--- src/rtl/seq_signed_divider_if.sv ---
// Handshake and operand/result bundle for seq_signed_divider.
//   START        request, sampled only while the divider is idle
//   Z[63:0]      dividend, two's complement
//   Y[31:0]      divisor, two's complement
//   Q[31:0]      quotient, truncated toward zero
//   R[31:0]      remainder, carries the sign of the dividend
//   BUSY         division in flight
//   DONE         one-cycle pulse, Q/R/flags valid
//   DIV_BY_ZERO  last result came from a zero divisor
//   OVERFLOW     last quotient did not fit in 32-bit signed
interface seq_signed_divider_if;
  logic        START;
  logic [63:0] Z;
  logic [31:0] Y;
  logic [31:0] Q;
  logic [31:0] R;
  logic        BUSY;
  logic        DONE;
  logic        DIV_BY_ZERO;
  logic        OVERFLOW;

  modport master (
    output START, Z, Y,
    input  Q, R, BUSY, DONE, DIV_BY_ZERO, OVERFLOW
  );

  modport slave (
    input  START, Z, Y,
    output Q, R, BUSY, DONE, DIV_BY_ZERO, OVERFLOW
  );
endinterface

--- src/rtl/seq_signed_divider.sv ---
// Iterative signed divider, 64-bit dividend / 32-bit divisor -> 32-bit
// quotient and remainder. Radix-2 restoring division on magnitudes, one
// quotient bit per cycle, sign fix-up in a final cycle.
// Ports:
//   CLK    clock, all state updates on the rising edge
//   RESET  synchronous active-high reset
//   bus    seq_signed_divider_if.slave (START/Z/Y in, Q/R/BUSY/DONE/flags out)
module seq_signed_divider (
  input  logic                 CLK,
  input  logic                 RESET,
  seq_signed_divider_if.slave  bus
);

  localparam int unsigned ZW    = 64;
  localparam int unsigned W     = 32;
  localparam int unsigned CNT_W = 5;

  typedef enum logic [1:0] {IDLE, RUN, FIX} state_t;

  state_t             state_q, state_d;
  logic [CNT_W-1:0]   cnt_q, cnt_d;
  logic [W-1:0]       rem_q, rem_d;
  logic [W-1:0]       sh_q, sh_d;
  logic [W-1:0]       ymag_q, ymag_d;
  logic               qs_q, qs_d;
  logic               rs_q, rs_d;
  logic               dbz_p_q, dbz_p_d;
  logic               ovf_p_q, ovf_p_d;

  logic [W-1:0]       q_q, q_d;
  logic [W-1:0]       r_q, r_d;
  logic               dbz_q, dbz_d;
  logic               ovf_q, ovf_d;
  logic               busy_q, busy_d;
  logic               done_q, done_d;

  logic [ZW-1:0]      zmag;
  logic [W-1:0]       ymag_in;
  logic [W:0]         rem_sh;
  logic [W-1:0]       rem_sub;
  logic               q_bit;
  logic               ovf_fix;

  // State register
  always_ff @(posedge CLK) begin
    if (RESET) state_q <= IDLE;
    else       state_q <= state_d;
  end

  // Next-state, datapath and output logic
  always_comb begin
    state_d = state_q;
    cnt_d   = cnt_q;
    rem_d   = rem_q;
    sh_d    = sh_q;
    ymag_d  = ymag_q;
    qs_d    = qs_q;
    rs_d    = rs_q;
    dbz_p_d = dbz_p_q;
    ovf_p_d = ovf_p_q;
    q_d     = q_q;
    r_d     = r_q;
    dbz_d   = dbz_q;
    ovf_d   = ovf_q;
    done_d  = 1'b0;

    // Magnitudes: the most negative values map to 2^63 / 2^31 unsigned
    zmag    = bus.Z[ZW-1] ? (~bus.Z + 64'd1) : bus.Z;
    ymag_in = bus.Y[W-1]  ? (~bus.Y + 32'd1) : bus.Y;

    // One restoring step; rem < |Y| <= 2^31 keeps the difference in 32 bits
    rem_sh  = {rem_q, sh_q[W-1]};
    q_bit   = (rem_sh >= {1'b0, ymag_q});
    rem_sub = rem_sh[W-1:0] - ymag_q;

    // Negative quotients may reach 2^31, positive ones must stay below it
    ovf_fix = ovf_p_q | (~qs_q & sh_q[W-1]) | (qs_q & (sh_q > 32'h8000_0000));

    case (state_q)
      IDLE: begin
        if (bus.START) begin
          qs_d    = bus.Z[ZW-1] ^ bus.Y[W-1];
          rs_d    = bus.Z[ZW-1];
          ymag_d  = ymag_in;
          cnt_d   = '0;
          dbz_p_d = 1'b0;
          ovf_p_d = 1'b0;
          if (bus.Y == 32'd0) begin
            // Raw low dividend word is reported as the remainder
            dbz_p_d = 1'b1;
            sh_d    = bus.Z[W-1:0];
            state_d = FIX;
          end else if (zmag[ZW-1:W] >= ymag_in) begin
            // Quotient magnitude would be >= 2^32
            ovf_p_d = 1'b1;
            state_d = FIX;
          end else begin
            rem_d   = zmag[ZW-1:W];
            sh_d    = zmag[W-1:0];
            state_d = RUN;
          end
        end
      end

      RUN: begin
        // sh_q shifts dividend bits out the top and quotient bits in the bottom
        rem_d = q_bit ? rem_sub : rem_sh[W-1:0];
        sh_d  = {sh_q[W-2:0], q_bit};
        cnt_d = cnt_q + 5'd1;
        if (cnt_q == 5'd31) state_d = FIX;
      end

      FIX: begin
        state_d = IDLE;
        done_d  = 1'b1;
        if (dbz_p_q) begin
          q_d   = 32'hFFFF_FFFF;
          r_d   = sh_q;
          dbz_d = 1'b1;
          ovf_d = 1'b0;
        end else if (ovf_fix) begin
          q_d   = qs_q ? 32'h8000_0000 : 32'h7FFF_FFFF;
          r_d   = '0;
          dbz_d = 1'b0;
          ovf_d = 1'b1;
        end else begin
          q_d   = qs_q ? (~sh_q + 32'd1) : sh_q;
          r_d   = rs_q ? (~rem_q + 32'd1) : rem_q;
          dbz_d = 1'b0;
          ovf_d = 1'b0;
        end
      end

      default: state_d = IDLE;
    endcase

    busy_d = (state_d != IDLE);
  end

  // Datapath and registered outputs
  always_ff @(posedge CLK) begin
    if (RESET) begin
      cnt_q   <= '0;
      rem_q   <= '0;
      sh_q    <= '0;
      ymag_q  <= '0;
      qs_q    <= 1'b0;
      rs_q    <= 1'b0;
      dbz_p_q <= 1'b0;
      ovf_p_q <= 1'b0;
      q_q     <= '0;
      r_q     <= '0;
      dbz_q   <= 1'b0;
      ovf_q   <= 1'b0;
      busy_q  <= 1'b0;
      done_q  <= 1'b0;
    end else begin
      cnt_q   <= cnt_d;
      rem_q   <= rem_d;
      sh_q    <= sh_d;
      ymag_q  <= ymag_d;
      qs_q    <= qs_d;
      rs_q    <= rs_d;
      dbz_p_q <= dbz_p_d;
      ovf_p_q <= ovf_p_d;
      q_q     <= q_d;
      r_q     <= r_d;
      dbz_q   <= dbz_d;
      ovf_q   <= ovf_d;
      busy_q  <= busy_d;
      done_q  <= done_d;
    end
  end

  assign bus.Q           = q_q;
  assign bus.R           = r_q;
  assign bus.BUSY        = busy_q;
  assign bus.DONE        = done_q;
  assign bus.DIV_BY_ZERO = dbz_q;
  assign bus.OVERFLOW    = ovf_q;

endmodule

--- src/flat_wrapper.sv ---
// flat-port wrapper written by rule: the top's interface ports become plain ports
module seq_signed_divider_flat 
  (CLK, RESET, bus_START, bus_Z, bus_Y, bus_Q, bus_R, bus_BUSY, bus_DONE, bus_DIV_BY_ZERO, bus_OVERFLOW);
  seq_signed_divider_if bus_i ();
  input  logic CLK;
  input  logic RESET;
  input wire logic [$bits(bus_i.START)-1:0] bus_START;
  input wire logic [$bits(bus_i.Z)-1:0] bus_Z;
  input wire logic [$bits(bus_i.Y)-1:0] bus_Y;
  output wire logic [$bits(bus_i.Q)-1:0] bus_Q;
  output wire logic [$bits(bus_i.R)-1:0] bus_R;
  output wire logic [$bits(bus_i.BUSY)-1:0] bus_BUSY;
  output wire logic [$bits(bus_i.DONE)-1:0] bus_DONE;
  output wire logic [$bits(bus_i.DIV_BY_ZERO)-1:0] bus_DIV_BY_ZERO;
  output wire logic [$bits(bus_i.OVERFLOW)-1:0] bus_OVERFLOW;
  assign bus_i.START = bus_START;
  assign bus_i.Z = bus_Z;
  assign bus_i.Y = bus_Y;
  assign bus_Q = bus_i.Q;
  assign bus_R = bus_i.R;
  assign bus_BUSY = bus_i.BUSY;
  assign bus_DONE = bus_i.DONE;
  assign bus_DIV_BY_ZERO = bus_i.DIV_BY_ZERO;
  assign bus_OVERFLOW = bus_i.OVERFLOW;
  seq_signed_divider u_core (.CLK(CLK), .RESET(RESET), .bus(bus_i));
endmodule
--- config.mk ---
export PLATFORM = sky130hd
export DESIGN_NAME = seq_signed_divider_flat
export DESIGN_NICKNAME = d
export VERILOG_FILES = /design/src/rtl/seq_signed_divider_if.sv /design/src/rtl/seq_signed_divider.sv /design/src/flat_wrapper.sv
export SDC_FILE = /design/constraint.sdc
export NUM_CORES = 1
export LEC_CHECK = 0
export BUFFER_PORTS_ARGS = -buffer_cell sky130_fd_sc_hd__buf_2
export CORE_ASPECT_RATIO = 1.4
export CORE_MARGIN = 2
export CORE_UTILIZATION = 65
export CTS_BUF_LIST = sky130_fd_sc_hd__clkbuf_2 sky130_fd_sc_hd__clkbuf_4 sky130_fd_sc_hd__clkbuf_8
export DETAILED_ROUTE_END_ITERATION = 8
export PLACE_DENSITY = 0.88
export SYNTH_ARGS = -nofsm -noshare
export SYNTH_HDL_FRONTEND = slang
export SYNTH_SLANG_ARGS = --single-unit
--- constraint.sdc ---
create_clock -name CLK -period 9.65 [get_ports CLK]
set_clock_uncertainty 0.1 [all_clocks]
set_input_delay 0.965 -clock CLK [delete_from_list [all_inputs] [get_ports CLK]]
set_output_delay 0.965 -clock CLK [all_outputs]
set_load 0.02 [all_outputs]
[Yosys cells after proc, flatten, opt, wreduce, memory -nomap -nowiden]
Cells that the tools add are included.
Word-level totals
  register bits: 175
  output and inout port bits: 68
  word-level logic and storage cells: 81
Operators by class
  add/sub/neg operators: 6
  magnitude comparators: 3
  equality and inequality tests: 7
  multiplexer cells: 32
  bitwise operators: 10
  reductions and logical operators: 8
Operators with widths (number)
  two-way mux 32 bit: 15
  case mux 32 bit (2 select lines): 2
  adder 32 x 1 -> 32 bit, second input constant: 3
  NOT 32 bit: 3
  adder 64 x 1 -> 64 bit, second input constant: 1
  two-way mux 64 bit: 1
  NOT 64 bit: 1
  >= comparator 33 x 32 -> 1 bit: 1
  >= comparator 32 bit: 1
  greater-than comparator 32 bit, second input constant: 1
  zero test 32 bit: 1
  subtractor 32 bit: 1
  case mux 5 bit (2 select lines): 1
  two-way mux 2 bit: 4
  two-way mux 1 bit: 7
  inequality test 2 bit, second input constant: 3
  adder 5 x 1 -> 5 bit, second input constant: 1
  == test 5 bit, second input constant: 1
  two-way mux 5 bit: 1
  case mux 2 bit (2 select lines): 1
  AND reduction 2 bit: 2
  AND reduction 4 bit: 1
  nonzero test 2 bit: 2
  inequality test 3 x 2 -> 1 bit, second input constant: 1
  other kinds (8): 10

[Longest topological paths before layout]
Gate-level depths: netlist of the first run.
  word-level depth: 9
  depth in mapped cells: 18
  gate-level depth less buffers: 17

[Least setup slack after synthesis of the first run]
No wires, ideal clock.
  path kind: input-to-reg
  from: input bus_Z[21]
  to: register u_core.rem_q[11]
  setup time: 0.075 ns
  arrival: 5.039 ns
  required time: 9.475 ns
  slack: 4.436 ns
  stages on the path: 16
  path buffers: 2
  path through: or4_1 > or3_4 > nor4_4 > nand2_1 > o31ai_1 > xnor2_1 > ha_1 > and4_1 > o21ai_0 > or4_1 > a31oi_1 > o31a_1 > buf_2 > clkbuf_1 > a22oi_1 > o22ai_1
Between the ends
  longest elaborated chain between the ends: 7
  elaborated cells between the ends (all ways): 10
  classes of those cells: add/sub (1); order compare (1); eq/ne (1); mux (5); bitwise (1); reduce/logical (1)
RTL lines
  start, declared: line flat_wrapper.sv:8  | input wire logic [$bits(bus_i.Z)-1:0] bus_Z;
  NOT 64 bit *: line seq_signed_divider.sv:68  | zmag = bus.Z[ZW-1] ? (~bus.Z + 64'd1) : bus.Z;
  adder 64 x 1 -> 64 bit *: line seq_signed_divider.sv:68
  two-way mux 64 bit *: line seq_signed_divider.sv:68
  branches (longest 4 deep; another with >= comparator 32 bit)
  end signal, assigned: line seq_signed_divider.sv:159  | rem_q <= rem_d;
  end, declared: line seq_signed_divider.sv:22  | logic [W-1:0] rem_q, rem_d;
Every way passes the cells marked *. The select of a mux whose other input is x is not followed.
A chain may end at the register's enable or synchronous reset.

[Worst setup path in the final report of the first run]
  from: input bus_Z[21]
  to: register u_core.sh_q[27]
Between the ends
  longest elaborated chain between the ends: 7
  elaborated cells between the ends (all ways): 10
  classes of those cells: add/sub (1); order compare (1); eq/ne (1); mux (5); bitwise (1); reduce/logical (1)
RTL lines
  NOT 64 bit *: line seq_signed_divider.sv:68
  adder 64 x 1 -> 64 bit *: line seq_signed_divider.sv:68
  two-way mux 64 bit *: line seq_signed_divider.sv:68
  branches (longest 4 deep; another with >= comparator 32 bit)
  end signal, assigned: line seq_signed_divider.sv:145  | sh_q <= '0;
  end signal, assigned: line seq_signed_divider.sv:160  | sh_q <= sh_d;
  end, declared: line seq_signed_divider.sv:23  | logic [W-1:0] sh_q, sh_d;
Marks and branches as above.

==> flow_metrics.py, run 1 <==
metrics = {
    "status": {
        "status": "finished clean",
    },
    "finish": {
        "final_cells": 2038,
        "final_nets": 1943,
        "num-fill-cells": 1631,
        "num_antenna_cells": 0,
        "layout.cells.most_common": "dfxtp_1",
        "drive_above_1_share_pct": 14.1,
        "syn_to_final_growth_pct": 9.42,
        "layout_common_cells": "dfxtp_1, buf_2, a21oi_1",
        "fin_util_pct": 72.1,
    },
    "synth": {
        "synth_top_cell_area_share_pct": 27.0,
        "ys_warn_count": 0,
        "synthArstFlopShare_pct": 0,
        "ys_seq_area_share_pct": 27.0,
        "synth_seq_cells": 175,
        "post-synth-top-area-cell": "dfxtp_1",
        "ys_types": 79,
        "syn-cell-area_sq_um": 13000,
        "synth_area_leaders": "dfxtp_1, ha_1, xnor2_1",
        "netlist_instances": 1688,
        "synth_edf_count": 0,
        "synth.avg_cell_area_sq_um": 7.69,
        "syn_nets": 1858,
        "ys.flop_type": "dfxtp_1",
    },
    "timing": {
        "fin_tns_setup_ps": 0,
        "drv_slew": 0,
        "post-route-min-period_ps": 6800,
        "setup_viol": 0,
        "worst_pin_slew_ps": 1300,
        "holdWs_ps": 369,
        "rsz0062_at_grt": "no",
        "fin_crit_sh_pct": 70.5,
        "clock.fmax_ghz": 0.147,
        "hold_viol_final": 0,
        "max-slew-margin-rel_pct": 13.1,
    },
    "global_routing": {
        "grt_max_degree": 94,
        "grt_pass1_wl_um": 60300,
        "antenna_found_initial": 0,
        "grt_use_total_pct": 36.2,
        "grt_overflow": 0,
        "grt_pass1_vias": 12187,
    },
    "worst_setup_path": {
        "crit_buf_inv": 1,
        "cp-end-kind": "flip-flop",
        "slowest_stage": "a21o_1",
        "cp_top_family": "simple AND/OR/NAND/NOR gates",
        "worstPathMaxFanout": 31,
        "cpPeakStageDelay_ps": 860,
        "worstPathCellList": "buf_2 -> or4_1 -> or3_4 -> nor4_4 -> nand2_2 -> o41ai_1 -> xnor2_1 -> ha_1 -> nand4_1 -> nor4_1 -> o211ai_1 -> a31oi_1 -> nor2_1 -> o21ai_0 -> a21o_1 -> nand2_1 -> a21oi_1",
        "crit_arrival_ps": 7110,
        "start_kind": "primary input",
        "path_class": "in -> reg",
        "cp.required_ps": 9960,
    },
    "routing": {
        "vias": 13255,
        "finalWirelength_um": 39100,
        "wl_per_cell_um": 19.2,
        "drc": 0,
        "dr.pass1.iters": 7,
        "drt_iter0_drc": 1403,
        "postRouteAntennaNets": 0,
        "viasPerCell": 6.50,
    },
    "floorplan": {
        "core_area_sq_um": 19700,
        "num_io_pins": 167,
        "die-height_um": 171,
        "rows": 61,
        "initial_core_util_pct": 65.9,
        "fp.dieW_um": 123,
        "die-area_sq_um": 21100,
    },
    "place": {
        "dpl.cell_count": 2006,
        "place.gp.congestion": 0.966,
        "numPortBuffers": 166,
        "hpwlAfterDp_um": 29300,
    },
    "cts": {
        "clk_latency_ps": 500,
        "post-cts-setup-buffers": 0,
        "path_clk_slew_ps": 100,
        "cts-root-buf": "clkbuf_8",
        "clock_path_buffers": 2,
        "htreeDepth": 4,
        "cts_tree": "done",
        "cts_buffers": 17,
        "cts_resized": 0,
        "hold_buffers": 0,
        "clkSinkCount": 175,
    },
    "min_path": {
        "worstHoldPathType": "reg -> reg",
    },
    "run": {
        "maxCapViolCount": 0,
    },
    "power": {
        "p_per_area_nw_per_um2": 257,
        "ir_drop_uv": 116,
        "power_w": 0.00364,
        "p_leak_nw": 5.81,
    },
}
-- path summary, 6_finish.rpt --
path	from	to	slack, ps	depth (start not counted)
setup / recovery	bus_Z[21]	u_core.sh_q[27]	2850	17
hold / removal	u_core.bus.DIV_BY_ZERO	u_core.bus.DIV_BY_ZERO	370	2
setup reg to reg	u_core.sh_q[31]	u_core.rem_q[14]	5200	12
hold reg to reg	u_core.bus.DIV_BY_ZERO	u_core.bus.DIV_BY_ZERO	370	2
-- cells in the mapped netlist, drive strengths merged (4+ instances only) --
cell and number:
a21oi 165, a21o 14, o21bai 6, o31ai 40, nand2b 20, and2 4, xnor2 99, dfxtp 175
nor3 61, clkbuf 88, or2 7, a211oi 40, nand3 24, and3 33, nor4 18, a2111oi 5
nand2 159, nor2 152, o22ai 39, a211o 6, nor2b 8, inv 58, o21ai 84, or3 25
nand4 17, xor2 72, mux2 5, a22oi 10, a222oi 12, ha 70, or4 24, a221oi 8
mux2i 19, o41ai 20, a31oi 8, buf 24, nand3b 5, o211ai 34
-- stage by stage --
stage | area, sq um | setup slack [ps]
floorplan | 13000 | 4440
detailed placement | 13800 | 2400
finish | 14200 | 2850
global route | 14200 | 2520
CTS | 14200 | 2900
global placement | 13800 | 2510
-- registers in the layout, summed over array words and instances (netlist names), 2 cells and up --
name,cells
u_core.bus.R,32
u_core.cnt_q,5
u_core.state_q,2
u_core.ymag_q,32
u_core.rem_q,32
u_core.bus.Q,32
u_core.sh_q,32
-- cell families after synthesis --
logic type | synth area share (%)
buffers and inverters | 5.44
DFF | 27.0
and+or+nand+nor | 22.0
adders and majority gates | 6.90
muxes | 1.90
AOI/OAI and AO/OA | 25.2
xor gates and xnor gates | 11.5
-- tightest hold or removal path, stage by stage, from the launching register on --
cell and delay [ps]:
dfxtp_1 320, nand2_1 50, a21oi_1 60
-- power by group --
group          switching [W]  internal [W]
Sequential          0.000223      0.000847
Combinational        0.00120      0.000805
Clock               0.000292      0.000272
Total                0.00172       0.00192
-- per-layer routing --
layer	part of all wire, %	vias up	global-route usage, %
met5	0	-	0
met1	39	6172	42.2
met4	6.5	0	22.9
met2	48	604	61.9
met3	6.4	137	4.77
li1	-	6342	-
-- cell type report --
cell class / count / area (sq um) / area share, %
Timing Repair Buffer: 178 / 923 / 6.50
Clock buffer: 19 / 255 / 1.80
Sequential cell: 175 / 3500 / 24.7
Multi-Input combinational cell: 1343 / 8800 / 62.0
Tap cell: 252 / 315 / 2.22
Clock inverter: 13 / 181 / 1.28
Inverter: 58 / 218 / 1.53
Note: power is estimated with default switching activity, not from simulation.
==> inputs of run 2 (changes only) <==
- CORE_UTILIZATION: 65 -> 55
- PLACE_DENSITY: 0.88 -> 0.79
- clock period: 9.65 -> 6.17 ns (I/O delays scaled with it)
==> flow_metrics.py, run 2 (synthesis results as in run 1) <==
metrics = {
    "worst_setup_path": {
        "reg2reg_depth": 12,
        "worst_r2r_endpoint": "u_core.rem_q[7]",
        "cp-end-kind": "flip-flop",
        "path_class": "in -> reg",
        "cp.required_ps": 6440,
        "crit_arrival_ps": 5820,
        "crit_buf_inv": 3,
        "r2r_setup_slack_ps": 1820,
        "worstPathCellList": "buf_2 -> or4_1 -> or3_4 -> nor4_4 -> nand2_1 -> nand2_1 -> xor2_1 -> ha_1 -> nand2b_1 -> a2111oi_0 -> or4_1 -> a31oi_1 -> buf_4 -> nor2_1 -> o21ai_0 -> a21oi_2 -> buf_4 -> mux2i_1 -> nor2_1",
        "cpPeakStageDelay_ps": 670,
        "r2r-start": "u_core.sh_q[31]",
        "worstPathMaxFanout": 31,
        "slowest_stage": "nor4_4",
        "cp_top_family": "simple AND/OR/NAND/NOR gates",
        "start_kind": "primary input",
    },
    "finish": {
        "final_cells": 2107,
        "seqCellArea_sq_um": 3500,
        "layout.cells.most_common": "dfxtp_1",
        "layout_common_cells": "dfxtp_1, buf_2, a21oi_1",
        "num-fill-cells": 2146,
        "syn_to_final_growth_pct": 11.0,
        "multi_input_area_sq_um": 8800,
        "drive_above_1_share_pct": 14.8,
        "final_nets": 1958,
        "num_antenna_cells": 0,
    },
    "routing": {
        "wl_per_cell_um": 18.9,
        "drc": 0,
        "vias": 13205,
        "postRouteAntennaNets": 0,
        "drt_iter0_drc": 944,
        "dr.pass1.iters": 7,
        "viasPerCell": 6.27,
        "finalWirelength_um": 39800,
    },
    "place": {
        "dp_slack_ps": 180,
        "numPortBuffers": 166,
        "hpwlAfterDp_um": 30200,
        "place.gp.congestion": 0.961,
        "dpl.cell_count": 2075,
    },
    "timing": {
        "rsz0062_at_grt": "no",
        "hold_viol_final": 0,
        "fin_ws_ps": 619,
        "post-route-min-period_ps": 5550,
        "worst_pin_slew_ps": 1170,
        "clock.fmax_ghz": 0.180,
        "drv_slew": 0,
        "max-slew-margin-rel_pct": 21.7,
        "fin_tns_setup_ps": 0,
        "fin_crit_sh_pct": 90.0,
        "setup_viol": 0,
    },
    "floorplan": {
        "die-area_sq_um": 24900,
        "die-height_um": 186,
        "rows": 66,
        "initial_core_util_pct": 55.9,
        "num_io_pins": 167,
        "core_area_sq_um": 23200,
        "fp.dieW_um": 134,
    },
    "cts": {
        "cts-root-buf": "clkbuf_8",
        "clk_latency_ps": 490,
        "post-cts-setup-buffers": 0,
        "hold_buffers": 0,
        "cts_resized": 0,
        "path_clk_slew_ps": 100,
        "cts_buffers": 17,
        "htreeDepth": 4,
        "clock_path_buffers": 2,
        "clkSinkCount": 175,
        "cts_tree": "done",
    },
    "power": {
        "p_per_area_nw_per_um2": 396,
        "ir_drop_uv": 248,
        "power_w": 0.00571,
        "p_leak_nw": 5.89,
    },
    "global_routing": {
        "grt_max_degree": 77,
        "grt_use_total_pct": 31.6,
        "grt_overflow": 0,
        "antenna_found_initial": 0,
        "grt_pass1_wl_um": 62400,
        "grt_pass1_vias": 12445,
    },
    "min_path": {
        "min_to": "u_core.ymag_q[0]",
        "holdPathStages": 3,
        "min-delay-start": "bus_Y[0]",
        "worstHoldPathType": "in -> reg",
    },
    "run": {
        "maxCapViolCount": 0,
    },
    "status": {
        "status": "finished clean",
    },
}
## run 2: cell count changes in the layout (fill, tap and decap cells not counted)
cell	previous run	this run
clkinvlp_4	2	1
inv_6	2	4
buf_12	0	2
inv_8	1	2
clkinv_4	3	1
clkbuf_8	18	19
buf_4	13	26
clkinv_8	1	0
## run 2: power breakdown
group / internal, W / total [W] / switching (W)
registers: 0.00133 / 0.00167 / 0.000345
clock network: 0.000437 / 0.000888 / 0.000451
logic: 0.00128 / 0.00315 / 0.00187
## run 2: final cells by class
type	count	area share (%)
well taps	306	2.66
clock buffers	20	1.87
inverters	58	1.51
flip-flops and latches	175	24.3
multi-input cells	1343	61.1
clock inverters	12	1.17
repair buffers	193	7.36
## run 2: worst register-to-register path, cell delays in order (launching register included)
cell and delay (ps):
dfxtp_1 480, inv_1 140, ha_1 240, nand2b_1 180, a211oi_1 480, o21ai_1 250, a2111oi_2 630, o21ai_1 260
a41oi_4 230, buf_4 450, mux2_2 430, a222oi_1 250, nor2_1 80
## run 2: through the flow
step | utilization [%] | area (sq um) | hold WS, ps
floorplan | - | 13000 | 341
global placement | 60.2 | 14000 | 351
detailed placement | 60.2 | 14000 | 353
CTS | 62.1 | 14400 | 288
global route | 62.1 | 14400 | 349
finish | 62.1 | 14400 | 323
## run 2: how the worst max path moves through the flow
stage                     startpoint          endpoint  slack (ps)  cells after the start
final                      bus_Z[21]   u_core.sh_q[20]         620                     19
after global routing       bus_Z[21]    u_core.sh_q[7]         420                     19
after CTS                  bus_Z[21]   u_core.sh_q[20]         720                     19
after detailed placement   bus_Z[21]   u_core.sh_q[20]         180                     19
after global placement     bus_Z[21]   u_core.sh_q[20]         160                     19
after floorplan            bus_Z[21]  u_core.rem_q[11]        1300                     16
## run 2: metal layers
metal  wire, um  vias up  share of wire (%)  track usage, %
met5          0        -                  0               0
met4       2540        0                6.4            19.8
met3       2220      130                5.6            3.98
met2      19200      507                 48            54.9
met1      15800     6194                 40            36.8
li1           -     6374                  -               -
==> inputs of run 3 (changes only) <==
- MAX_ROUTING_LAYER: not set -> met4
==> flow_metrics.py, run 3 (synthesis results as in run 1) <==
metrics = {
    "cts": {
        "cts-root-buf": "clkbuf_8",
        "post-cts-setup-buffers": 0,
        "path_clk_slew_ps": 100,
        "cts_tree": "done",
        "cts_buffers": 17,
        "cts_resized": 0,
        "clk_latency_ps": 510,
        "clock_path_buffers": 2,
        "clkSinkCount": 175,
        "htreeDepth": 4,
        "hold_buffers": 0,
    },
    "finish": {
        "num-fill-cells": 2111,
        "layout_common_cells": "dfxtp_1, buf_2, a21oi_1",
        "syn_to_final_growth_pct": 10.9,
        "final_cells": 2106,
        "num_antenna_cells": 0,
        "final_nets": 1957,
        "drive_above_1_share_pct": 14.7,
        "layout.cells.most_common": "dfxtp_1",
    },
    "global_routing": {
        "grt_use_total_pct": 32.7,
        "antenna_found_initial": 0,
        "grt_overflow": 0,
        "grt_pass1_wl_um": 62600,
        "grt_pass1_vias": 12163,
        "grt_max_degree": 86,
    },
    "timing": {
        "worst_pin_slew_ps": 1230,
        "setup_viol": 0,
        "drv_slew": 0,
        "hold_viol_final": 0,
        "max-slew-margin-rel_pct": 18.2,
        "rsz0062_at_grt": "no",
        "fin_ws_ps": 675,
        "fin_tns_setup_ps": 0,
        "post-route-min-period_ps": 5490,
        "fin_crit_sh_pct": 89.1,
        "clock.fmax_ghz": 0.182,
    },
    "routing": {
        "drc": 0,
        "dr.pass1.iters": 5,
        "viasPerCell": 6.25,
        "wl_per_cell_um": 18.9,
        "postRouteAntennaNets": 0,
        "vias": 13158,
        "drt_iter0_drc": 1020,
        "finalWirelength_um": 39900,
    },
    "place": {
        "numPortBuffers": 166,
        "place.gp.congestion": 0.983,
        "dp_slack_ps": 294,
        "dpl.cell_count": 2074,
        "hpwlAfterDp_um": 30600,
    },
    "floorplan": {
        "initial_core_util_pct": 55.9,
        "fp.dieW_um": 134,
        "die-area_sq_um": 24900,
        "die-height_um": 186,
        "num_io_pins": 167,
        "core_area_sq_um": 23200,
        "rows": 66,
    },
    "worst_setup_path": {
        "start_kind": "primary input",
        "reg2reg_depth": 12,
        "critPathLaunch": "bus_Z[21]",
        "crit_arrival_ps": 5830,
        "r2r_setup_slack_ps": 1650,
        "cp.required_ps": 6510,
        "cp-end-kind": "flip-flop",
        "worst_r2r_endpoint": "u_core.rem_q[23]",
        "worstPathMaxFanout": 31,
        "path_class": "in -> reg",
        "r2r-start": "u_core.sh_q[31]",
    },
    "power": {
        "p_leak_nw": 5.88,
        "p_per_area_nw_per_um2": 395,
        "power_w": 0.00569,
        "ir_drop_uv": 225,
    },
    "min_path": {
        "min-delay-start": "bus_Y[0]",
        "min_to": "u_core.ymag_q[0]",
        "holdPathStages": 3,
        "worstHoldPathType": "in -> reg",
    },
    "run": {
        "maxCapViolCount": 0,
    },
    "status": {
        "status": "finished clean",
    },
}
## run 3: changes by cell type in the layout (fill, tap and decap cells not counted), moves of 2 or more
cell      change
buf_4         -2
clkbuf_8      -2
clkinv_4      +3
inv_6         -2
## run 3: critical path, stage by stage
cell and delay (ps):
buf_2 120, or4_1 560, or3_4 390, nor4_4 630, nand2_1 330, nand2_1 150
xor2_1 280, ha_1 290, nand2b_1 130, a2111oi_0 530, or4_1 280, a31oi_1 110
buf_4 170, nor2_1 220, o21ai_0 190, a21o_1 250, buf_12 170, a311o_1 280
a21oi_1 110
## run 3: worst max-delay path by stage
stage	slack, ps	endpoint
3_3_place_gp	280	u_core.sh_q[1]
3_5_place_dp	290	u_core.sh_q[1]
5_1_grt	450	u_core.sh_q[1]
2_1_floorplan	1300	u_core.rem_q[11]
4_1_cts	820	u_core.sh_q[1]
6_report	680	u_core.sh_q[1]
## run 3: cell type report
class	instances	area, sq um	share of cell area (%)
clock inverter	14	178	1.23
multi-input combinational	1343	8800	61.2
tap	306	383	2.66
sequential	175	3500	24.3
inverter	58	218	1.51
timing repair buffer	192	1070	7.41
clock buffer	18	241	1.68
## run 3: power by group
part / total (W) / switching, W / internal, W
sequential: 0.00166 / 0.000339 / 0.00133
combinational: 0.00317 / 0.00189 / 0.00129
clock: 0.000853 / 0.000474 / 0.000379
total: 0.00569 / 0.00270 / 0.00299
## run 3: routing by layer
layer	vias to the layer above	wire, um	part of all wire, %	GRT usage [%]
met3	124	2080	5.2	3.49
met4	0	2270	5.7	19.1
met1	6152	15800	40	36.8
met2	512	19700	49	56.4
li1	6370	-	-	-
met5	-	0	0	-
## run 3: stage by stage
| step | util [%] | hold slack, ps | instance area (sq um) |
|---|---|---|---|
| 6_report | 62.0 | 294 | 14400 |
| 5_1_grt | 62.0 | 292 | 14400 |
| 3_3_place_gp | 60.2 | 343 | 14000 |
| 3_5_place_dp | 60.2 | 355 | 14000 |
| 2_1_floorplan | - | 341 | 13000 |
| 4_1_cts | 62.0 | 272 | 14400 |
